<file path="config.mk">
export PLATFORM = sky130hd
export DESIGN_NAME = i2c_burst_sequencer_flat
export DESIGN_NICKNAME = d
export VERILOG_FILES = /design/src/rtl/i2c_burst_sequencer_if.sv /design/src/rtl/i2c_burst_sequencer.sv /design/src/flat_wrapper.sv
export SDC_FILE = /design/constraint.sdc
export NUM_CORES = 1
export LEC_CHECK = 0
export ABC_AREA = 1
export BUFFER_PORTS_ARGS = -buffer_cell sky130_fd_sc_hd__buf_4
export CORE_ASPECT_RATIO = 0.9
export CORE_MARGIN = 8
export CORE_UTILIZATION = 56
export CTS_BUF_LIST = sky130_fd_sc_hd__clkbuf_16
export DETAILED_ROUTE_END_ITERATION = 8
export GPL_TIMING_DRIVEN = 1
export PLACE_DENSITY = 0.95
export SYNTH_ARGS = -nofsm -noshare
export SYNTH_HDL_FRONTEND = slang
export SYNTH_SLANG_ARGS = --single-unit
</file>
<file path="constraint.sdc">
create_clock -name clk -period 3.8 [get_ports clk]
set_input_delay 0.57 -clock clk [delete_from_list [all_inputs] [get_ports clk]]
set_output_delay 0.57 -clock clk [all_outputs]
set_load 0.01 [all_outputs]
</file>
<file path="src/rtl/i2c_burst_sequencer_if.sv">
// i2c_burst_sequencer_if
// Groups the handshake between the burst sequencer and a byte-level I2C master.
//   i2c_busy     : master busy; each rising edge means a byte phase was latched
//   i2c_data_rd  : byte most recently read by the master
//   i2c_ena      : request the master to run (another) byte phase
//   i2c_addr     : 7-bit slave address
//   i2c_rw       : direction of the phase, 1 = read
//   i2c_data_wr  : byte to send in a write phase
//   i2c_ack_error: slave NACK indication (only with I2C_BURST_ACK_ERR_EN)
// modport master : the sequencer side (drives ena/addr/rw/data_wr)
// modport slave  : the byte-level I2C master side
interface i2c_burst_sequencer_if;
    logic       i2c_busy;
    logic [7:0] i2c_data_rd;
    logic       i2c_ena;
    logic [6:0] i2c_addr;
    logic       i2c_rw;
    logic [7:0] i2c_data_wr;
`ifdef I2C_BURST_ACK_ERR_EN
    logic       i2c_ack_error;

    modport master (input i2c_busy, i2c_data_rd, i2c_ack_error,
                    output i2c_ena, i2c_addr, i2c_rw, i2c_data_wr);
    modport slave  (output i2c_busy, i2c_data_rd, i2c_ack_error,
                    input i2c_ena, i2c_addr, i2c_rw, i2c_data_wr);
`else
    modport master (input i2c_busy, i2c_data_rd,
                    output i2c_ena, i2c_addr, i2c_rw, i2c_data_wr);
    modport slave  (output i2c_busy, i2c_data_rd,
                    input i2c_ena, i2c_addr, i2c_rw, i2c_data_wr);
`endif
endinterface

</file>
<file path="src/rtl/i2c_burst_sequencer.sv">
// i2c_burst_sequencer
// Runs one complete I2C register transaction (write or read burst) per request
// on top of a byte-level I2C master using the busy/ena/rw handshake.
// Byte phases are counted on rising edges of i2c_busy: the register address
// (REG_ADDR_BYTES, MSB first) followed by L data bytes.
// Ports:
//   clk, reset    : clock, asynchronous active-low reset
//   chip_addr     : 7-bit slave address
//   reg_addr      : register address, REG_ADDR_BYTES bytes
//   wdata         : write data, byte 0 in [7:0] sent first
//   len           : requested byte count (0 = pointer write / 1-byte read,
//                   values above MAX_BYTES clamp)
//   is_read       : 1 = read burst
//   enable        : request strobe, sampled only while idle
//   rdata         : read data, byte r at [8r+7:8r]
//   done          : level, high while idle
//   error         : NACK seen in the last transaction (I2C_BURST_ACK_ERR_EN)
//   i2c           : handshake to the byte-level master
// Optional feature macro: I2C_BURST_ACK_ERR_EN (adds NACK observation).
module i2c_burst_sequencer #(
    parameter int REG_ADDR_BYTES = 1,
    parameter int MAX_BYTES      = 4,
    parameter int LEN_W          = 3
) (
    input  logic                        clk,
    input  logic                        reset,
    input  logic [6:0]                  chip_addr,
    input  logic [8*REG_ADDR_BYTES-1:0] reg_addr,
    input  logic [8*MAX_BYTES-1:0]      wdata,
    input  logic [LEN_W-1:0]            len,
    input  logic                        is_read,
    input  logic                        enable,
    output logic [8*MAX_BYTES-1:0]      rdata,
    output logic                        done,
`ifdef I2C_BURST_ACK_ERR_EN
    output logic                        error,
`endif
    i2c_burst_sequencer_if.master       i2c
);
    localparam int CNT_W = $clog2(REG_ADDR_BYTES + MAX_BYTES + 1);

    typedef enum logic [1:0] {
        IDLE = 2'd0,
        XFER = 2'd1,
        WAIT = 2'd2
    } state_t;

    state_t                              state_q, state_d;
    logic [CNT_W-1:0]                    cnt_q, cnt_d;
    logic                                busy_prev_q;
    logic                                done_q, done_d;
    logic                                ena_q, ena_d;
    logic                                rw_q, rw_d;
    logic [6:0]                          addr_q, addr_d;
    logic [7:0]                          data_wr_q, data_wr_d;
    logic [MAX_BYTES-1:0][7:0]           rdata_q, rdata_d;
    logic [REG_ADDR_BYTES-1:0][7:0]      reg_q, reg_d;
    logic [MAX_BYTES-1:0][7:0]           wdata_q, wdata_d;
    logic [LEN_W-1:0]                    len_q, len_d;
    logic                                rd_q, rd_d;
    logic                                err_q, err_d;

    logic [LEN_W-1:0] len_eff;
    logic [CNT_W-1:0] total;
    logic             busy_rise;
    logic             nack;

`ifdef I2C_BURST_ACK_ERR_EN
    assign nack  = i2c.i2c_ack_error;
    assign error = err_q;
`else
    // Without the feature err_q is a constant 0 and gets pruned.
    assign nack  = 1'b0;
`endif

    // Effective length: clamp, and a zero-length read still reads one byte.
    always_comb begin
        len_eff = len;
        if (len > LEN_W'(MAX_BYTES)) begin
            len_eff = LEN_W'(MAX_BYTES);
        end else if (len == '0 && is_read) begin
            len_eff = LEN_W'(1);
        end
    end

    assign total     = CNT_W'(REG_ADDR_BYTES) + CNT_W'(len_q);
    assign busy_rise = i2c.i2c_busy & ~busy_prev_q;

    always_comb begin
        state_d   = state_q;
        cnt_d     = cnt_q;
        done_d    = done_q;
        ena_d     = ena_q;
        rw_d      = rw_q;
        addr_d    = addr_q;
        data_wr_d = data_wr_q;
        rdata_d   = rdata_q;
        reg_d     = reg_q;
        wdata_d   = wdata_q;
        len_d     = len_q;
        rd_d      = rd_q;
        err_d     = err_q;

        case (state_q)
            IDLE: begin
                if (enable) begin
                    addr_d  = chip_addr;
                    reg_d   = reg_addr;
                    wdata_d = wdata;
                    len_d   = len_eff;
                    rd_d    = is_read;
                    rdata_d = '0;
                    err_d   = 1'b0;
                    done_d  = 1'b0;
                    cnt_d   = '0;
                    ena_d   = 1'b1;
                    state_d = XFER;
                end
            end
            XFER: begin
                ena_d = 1'b1;
                if (busy_rise) begin
                    cnt_d = cnt_q + CNT_W'(1);
                end
                if (nack) begin
                    ena_d   = 1'b0;
                    err_d   = 1'b1;
                    state_d = WAIT;
                end else if (busy_rise) begin
                    // The byte of read phase r is valid once the master has
                    // moved on and latched the following phase.
                    if (rd_q) begin
                        for (int r = 0; r < MAX_BYTES; r++) begin
                            if (cnt_d == CNT_W'(REG_ADDR_BYTES + r + 2) && cnt_d <= total) begin
                                rdata_d[r] = i2c.i2c_data_rd;
                            end
                        end
                    end
                    // Last phase latched: drop ena so the master stops after it.
                    if (cnt_d == total) begin
                        ena_d   = 1'b0;
                        state_d = WAIT;
                    end
                end
            end
            WAIT: begin
                ena_d = 1'b0;
                if (!i2c.i2c_busy) begin
                    // Final read byte has no following phase; take it here.
                    if (rd_q && !err_q) begin
                        for (int r = 0; r < MAX_BYTES; r++) begin
                            if (len_q == LEN_W'(r + 1)) begin
                                rdata_d[r] = i2c.i2c_data_rd;
                            end
                        end
                    end
                    done_d  = 1'b1;
                    cnt_d   = '0;
                    state_d = IDLE;
                end
            end
            default: begin
                ena_d   = 1'b0;
                done_d  = 1'b1;
                cnt_d   = '0;
                state_d = IDLE;
            end
        endcase

        // Present the byte for the phase the master will latch next.
        if (state_d == XFER) begin
            if (cnt_d < CNT_W'(REG_ADDR_BYTES)) begin
                rw_d = 1'b0;
                for (int i = 0; i < REG_ADDR_BYTES; i++) begin
                    if (cnt_d == CNT_W'(REG_ADDR_BYTES - 1 - i)) begin
                        data_wr_d = reg_d[i];
                    end
                end
            end else if (!rd_d) begin
                rw_d = 1'b0;
                for (int i = 0; i < MAX_BYTES; i++) begin
                    if (cnt_d == CNT_W'(REG_ADDR_BYTES + i)) begin
                        data_wr_d = wdata_d[i];
                    end
                end
            end else begin
                rw_d = 1'b1;
            end
        end
    end

    always_ff @(posedge clk or negedge reset) begin
        if (!reset) begin
            state_q     <= IDLE;
            cnt_q       <= '0;
            busy_prev_q <= 1'b0;
            done_q      <= 1'b1;
            ena_q       <= 1'b0;
            rw_q        <= 1'b0;
            addr_q      <= '0;
            data_wr_q   <= '0;
            rdata_q     <= '0;
            reg_q       <= '0;
            wdata_q     <= '0;
            len_q       <= '0;
            rd_q        <= 1'b0;
            err_q       <= 1'b0;
        end else begin
            state_q     <= state_d;
            cnt_q       <= cnt_d;
            busy_prev_q <= i2c.i2c_busy;
            done_q      <= done_d;
            ena_q       <= ena_d;
            rw_q        <= rw_d;
            addr_q      <= addr_d;
            data_wr_q   <= data_wr_d;
            rdata_q     <= rdata_d;
            reg_q       <= reg_d;
            wdata_q     <= wdata_d;
            len_q       <= len_d;
            rd_q        <= rd_d;
            err_q       <= err_d;
        end
    end

    assign done            = done_q;
    assign rdata           = rdata_q;
    assign i2c.i2c_ena     = ena_q;
    assign i2c.i2c_addr    = addr_q;
    assign i2c.i2c_rw      = rw_q;
    assign i2c.i2c_data_wr = data_wr_q;
endmodule

</file>
<file path="src/flat_wrapper.sv">
// flat-port wrapper written by rule: the top's interface ports become plain ports
module i2c_burst_sequencer_flat 
#(
    parameter int REG_ADDR_BYTES = 1,
    parameter int MAX_BYTES      = 4,
    parameter int LEN_W          = 3
)
  (clk, reset, chip_addr, reg_addr, wdata, len, is_read, enable, rdata, done, i2c_i2c_busy, i2c_i2c_data_rd, i2c_i2c_ena, i2c_i2c_addr, i2c_i2c_rw, i2c_i2c_data_wr);
  i2c_burst_sequencer_if i2c_i ();
  input  logic clk;
  input  logic reset;
  input  logic [6:0] chip_addr;
  input  logic [8*REG_ADDR_BYTES-1:0] reg_addr;
  input  logic [8*MAX_BYTES-1:0] wdata;
  input  logic [LEN_W-1:0] len;
  input  logic is_read;
  input  logic enable;
  output logic [8*MAX_BYTES-1:0] rdata;
  output logic done;
  input wire logic [$bits(i2c_i.i2c_busy)-1:0] i2c_i2c_busy;
  input wire logic [$bits(i2c_i.i2c_data_rd)-1:0] i2c_i2c_data_rd;
  output wire logic [$bits(i2c_i.i2c_ena)-1:0] i2c_i2c_ena;
  output wire logic [$bits(i2c_i.i2c_addr)-1:0] i2c_i2c_addr;
  output wire logic [$bits(i2c_i.i2c_rw)-1:0] i2c_i2c_rw;
  output wire logic [$bits(i2c_i.i2c_data_wr)-1:0] i2c_i2c_data_wr;
  assign i2c_i.i2c_busy = i2c_i2c_busy;
  assign i2c_i.i2c_data_rd = i2c_i2c_data_rd;
  assign i2c_i2c_ena = i2c_i.i2c_ena;
  assign i2c_i2c_addr = i2c_i.i2c_addr;
  assign i2c_i2c_rw = i2c_i.i2c_rw;
  assign i2c_i2c_data_wr = i2c_i.i2c_data_wr;
  i2c_burst_sequencer #(.REG_ADDR_BYTES(REG_ADDR_BYTES), .MAX_BYTES(MAX_BYTES), .LEN_W(LEN_W)) u_core (.clk(clk), .reset(reset), .chip_addr(chip_addr), .reg_addr(reg_addr), .wdata(wdata), .len(len), .is_read(is_read), .enable(enable), .rdata(rdata), .done(done), .i2c(i2c_i));
endmodule
</file>
==> reports/metrics.sh <==
LAYOUT.CELLS.NON_FILLER=761
YOSYSSEQAREASHARE_PCT=54.6
CLOCK_TREE.ROOT_CELL='sky130_fd_sc_hd__clkbuf_16'
CTSHTREEMAXLEVEL=3
DESIGN.CORE.AREA_MM2=0.00799
NUM_ANTENNA_CELLS=0
IRDROPWORSTVDD_V=0.000484
DRT-PASS1-ITER-COUNT=7
SYNTHESIS.AREA_MM2=0.00458
FINALHOLDVIOLCOUNT=0
CRITICAL_PATH.CELL_CHAIN='ha_1 -> inv_1 -> nand2_1 -> nand2_1 -> nand2_1 -> and2_4 -> ha_1 -> a21oi_1 -> o21ai_0 -> nand2_1 -> nand3_1 -> nand2_1 -> o2111ai_1 -> o21ai_0'
MAX_CLOCK_FREQ_MHz=341
NUM_IO_PINS=113
OUTCOME='complete, no violations'
FRACTION_OF_FINAL_LAYOUT_CELLS_SIZED_BEYOND_DRIVE_STRENGTH_1_PCT=24.0
CPPEAKSTAGEDELAY_PS=500
SYNTH_AREA_LEADERS='sky130_fd_sc_hd__dfrtp_1 54%, sky130_fd_sc_hd__nand2_1 19%, sky130_fd_sc_hd__o21ai_0 6.3%'
START_KIND='flop'
VIAS_IN_THE_FIRST_GLOBAL_ROUTE=4118
YOSYSMOSTFREQUENTCELL='sky130_fd_sc_hd__nand2_1'
GRT.OVERFLOW.TOTAL=0
DRV.MAX_CAP_VIOLATION_COUNT=0
YS_FF_LATCH=100
INTPOWER_uW=2920
LIBRARY_CELL_WITH_THE_LARGEST_SUMMED_AREA_AFTER_SYNTHESIS='sky130_fd_sc_hd__dfrtp_1'
DRT_ITER0_DRC=310
PROPORTION_OF_SYNTHESIZED_FLIP_FLOPS_HAVING_ASYNCHRONOUS_SET_OR_RESET_PCT=100
CTS.SINK_COUNT=100
TIGHTESTPINTRANSITION_PS=1080
SYNTH_FP_NETS=624
POSTCTSSETUPBUFFERS=0
CRIT_SLOWEST_CELL='sky130_fd_sc_hd__o2111ai_1'
SYNTH-MAIN-FF-CELL='sky130_fd_sc_hd__dfrtp_1'
DPL.HPWL_MM=9.02
FINALWORSTPATHREQUIREDPERIOD_PS=2930
SYNTH.LIB_CELLS_USED.DISTINCT=33
CRITICAL_PATH_PEAK_FANOUT=16
SYNTH_LARGEST_TYPE_AREA_FRACTION_PCT=54.1
ANTENNA_LEFT=0
CRITICAL_PATH_DEPTH=14
DETAIL_ROUTE.DRC_VIOLATIONS=0
GROUTE.USAGE.OVERALL_PCT=21.8
CRITICAL_PATH_ARRIVAL_PS=3170
NUMPORTBUFFERS=112
SWITCHING_SHARE_PCT=44.7
CTS-ROOT-TO-SINK-BUFFERS=2
HOLD_PATH_CLASS='primary input to flop'
TIMING.CRITICAL_PATH.MAX_DELAY_FAMILY='compound AO/OA/AOI/OAI gates'
FLOORPLAN.INITIALDENSITY_PCT=57.4
VIA_PER_INST=5.46
PWR-SHARE-SEQ_PCT=33.2
SYN-INSTANCE-COUNT=548
FF2FF_PATH_DEPTH=14
RELATIVE_CONTRIBUTION_OF_THE_CLOCK_NETWORK_TO_TOTAL_POWER_PCT=17.9
CRIT_PATH_FREQUENT_CELL='sky130_fd_sc_hd__nand2_1'
DIE_W_UM=111
GRT_FIRST_PASS_WIRELENGTH_MM=20.1
ANTENNA_FOUND_INITIAL=0
SETUP_TOTAL_NEG_SLACK_PS=0
DIE_HEIGHT_UM=102
SETUP_REPAIR_AFTER_GLOBAL_ROUTING_MISSED_ITS_MARGIN='no'
LARGEST_NET_DEGREE_AT_THE_START_OF_GLOBAL_ROUTING=87
SETUP.WORST_PATH.CLASS='flop to flop'
CLKSLEWWORSTSETUPHOLDPATHS_PS=80
WORSTPATHREQUIRED_PS=4040
YS_TOP_CELLS_BY_COUNT='228 x sky130_fd_sc_hd__nand2_1, 99 x sky130_fd_sc_hd__dfrtp_1, 58 x sky130_fd_sc_hd__o21ai_0'
PLACE.GP.CONGESTION=0.885
HOLD_BUFFERS=0
TOTALWIRELENGTH_MM=12.5
MAX-SLEW-MARGIN-REL_PCT=28.3
INSERTION_DELAY_PS=350
YS_WARN_COUNT=0
DP_CELLS=745
CLOCK-SKEW-FINAL_PS=8.38
SYN_AREA_PER_CELL_UM2=8.36
PLACEMENT_ROWS=31
POST_DRT_WL_PER_CELL_UM=16.5
TIMING.CRITICAL_PATH.BUF_INV=1
TRITONCTS='yes'
FINAL_MIN_PERIOD_OVER_CLOCK_PERIOD_PCT=77.1
DESIGN.DIE.AREA_MM2=0.0113
NET-SWITCHING-POWER_uW=2360
WORST_HOLD_PATH.NUM_CELLS=1
NUMCTSBUFFERS=9
FINAL_MAX_SLEW_VIOL_COUNT=0
TIMING.FINAL.SETUP_VIOLATIONS=0
TYPE_OF_DESTINATION_OF_THE_CRITICAL_PATH='flop'
NUM-NETS-FINAL=733
AREA_DELTA_SYNTH_FINAL_PCT=26.7
COMB_POWER_SHARE_PCT=48.9
CTS_RESIZED=0
P_PER_AREA_mW_PER_MM2=909
POWER_LEAKAGE_uW=0.00313
SYNTH_EDF_COUNT=0
DR_TOTAL_VIAS=4155
-- per-layer routing --
layer / track usage (%) / wire length (um) / vias up
li1: - / - / 1944
met1: 26.4 / 5010 / 2009
met2: 37.1 / 6420 / 174
met3: 4.87 / 836 / 28
met4: 8.90 / 268 / 0
met5: 0 / 0 / -
-- placed cells by master (no fill, tap or decap), drive strengths merged, types with 2 or more instances in the layout --
| master | Yosys | layout |
|---|---|---|
| nand2 | 234 | 234 |
| buf | 9 | 116 |
| dfrtp | 99 | 99 |
| o21ai | 59 | 59 |
| inv | 42 | 46 |
| nor2 | 30 | 30 |
| nand3 | 20 | 20 |
| ha | 13 | 13 |
| clkbuf | 9 | 9 |
| a21oi | 9 | 9 |
| or2 | 7 | 7 |
| o22ai | 6 | 6 |
| clkinv | 0 | 3 |
| mux2i | 2 | 2 |
| nand4 | 2 | 2 |
-- path summary, 6_finish.rpt --
path	startpoint	to	slack (ps)
worst min register to register	u_core.reg_q[2]	u_core.reg_q[2]	480
worst max register to register	u_core.cnt_q[0]	u_core.rdata[20]	870
max in group asynchronous	reset	u_core.i2c.i2c_addr[6]	2530
worst min-delay path	i2c_i2c_busy	u_core.busy_prev_q	370
worst max-delay path	u_core.cnt_q[0]	u_core.rdata[20]	870
min in group asynchronous	reset	u_core.i2c.i2c_data_wr[6]	400
-- power by group through the flow --
stage               sequential [uW]  combinational [uW]  clock [uW]
global route                   1790                2860        1000
floorplan                      1800                1610           0
detailed placement             1760                2520           0
global placement               1740                2410           0
finish                         1750                2580         944
CTS                            1750                2570         953
-- metrics by stage --
| step | hold slack [ps] | utilization (%) | instance area [um2] | power, uW | worst slack [ps] |
|---|---|---|---|---|---|
| floorplan | 274 | - | 4580 | 3410 | 1470 |
| global placement | 456 | 68.8 | 5490 | 4150 | 1170 |
| detailed placement | 456 | 68.8 | 5490 | 4280 | 951 |
| CTS | 365 | 72.7 | 5810 | 5270 | 901 |
| global route | 367 | 72.7 | 5810 | 5650 | 602 |
| finish | 371 | 72.7 | 5810 | 5280 | 870 |
-- cells by family after synthesis --
logic type / after synthesis / share of synthesized area (%)
flip-flops: 100 / 54.6
AO/OA/AOI/OAI: 78 / 9.28
buffers and inverters: 60 / 5.32
AND/OR/NAND/NOR: 295 / 26.8
multiplexers: 2 / 0.437
adder cells (fa/ha/maj): 13 / 3.55
-- state kept, by name, indices dropped and copies added, names as in the netlist, 2 cells and up --
register	flops
u_core.i2c.i2c_addr	7
u_core.i2c.i2c_data_wr	8
u_core.state_q	2
u_core.rdata	32
u_core.len_q	3
u_core.cnt_q	3
u_core.reg_q	8
u_core.wdata_q	32
-- worst reg2reg max path, cell delays in order (launching register included) --
cell                        delay (ps)
sky130_fd_sc_hd__dfrtp_1           410
sky130_fd_sc_hd__ha_1              230
sky130_fd_sc_hd__inv_1              70
sky130_fd_sc_hd__nand2_1            50
sky130_fd_sc_hd__nand2_1            50
sky130_fd_sc_hd__nand2_1            70
sky130_fd_sc_hd__and2_4            160
sky130_fd_sc_hd__ha_1              320
sky130_fd_sc_hd__a21oi_1           140
sky130_fd_sc_hd__o21ai_0           110
sky130_fd_sc_hd__nand2_1           130
sky130_fd_sc_hd__nand3_1           100
sky130_fd_sc_hd__nand2_1            70
sky130_fd_sc_hd__o2111ai_1         500
sky130_fd_sc_hd__o21ai_0           430
-- cell type report --
type,instances,area (um2)
Tap cell,99,124
Clock buffer,9,225
Fill cell,556,2180
Inverter,42,160
Sequential cell,100,2500
Multi-Input combinational cell,388,1840
Timing Repair Buffer,116,871
Clock inverter,7,88.8
Power figures use the tool's default switching activity.
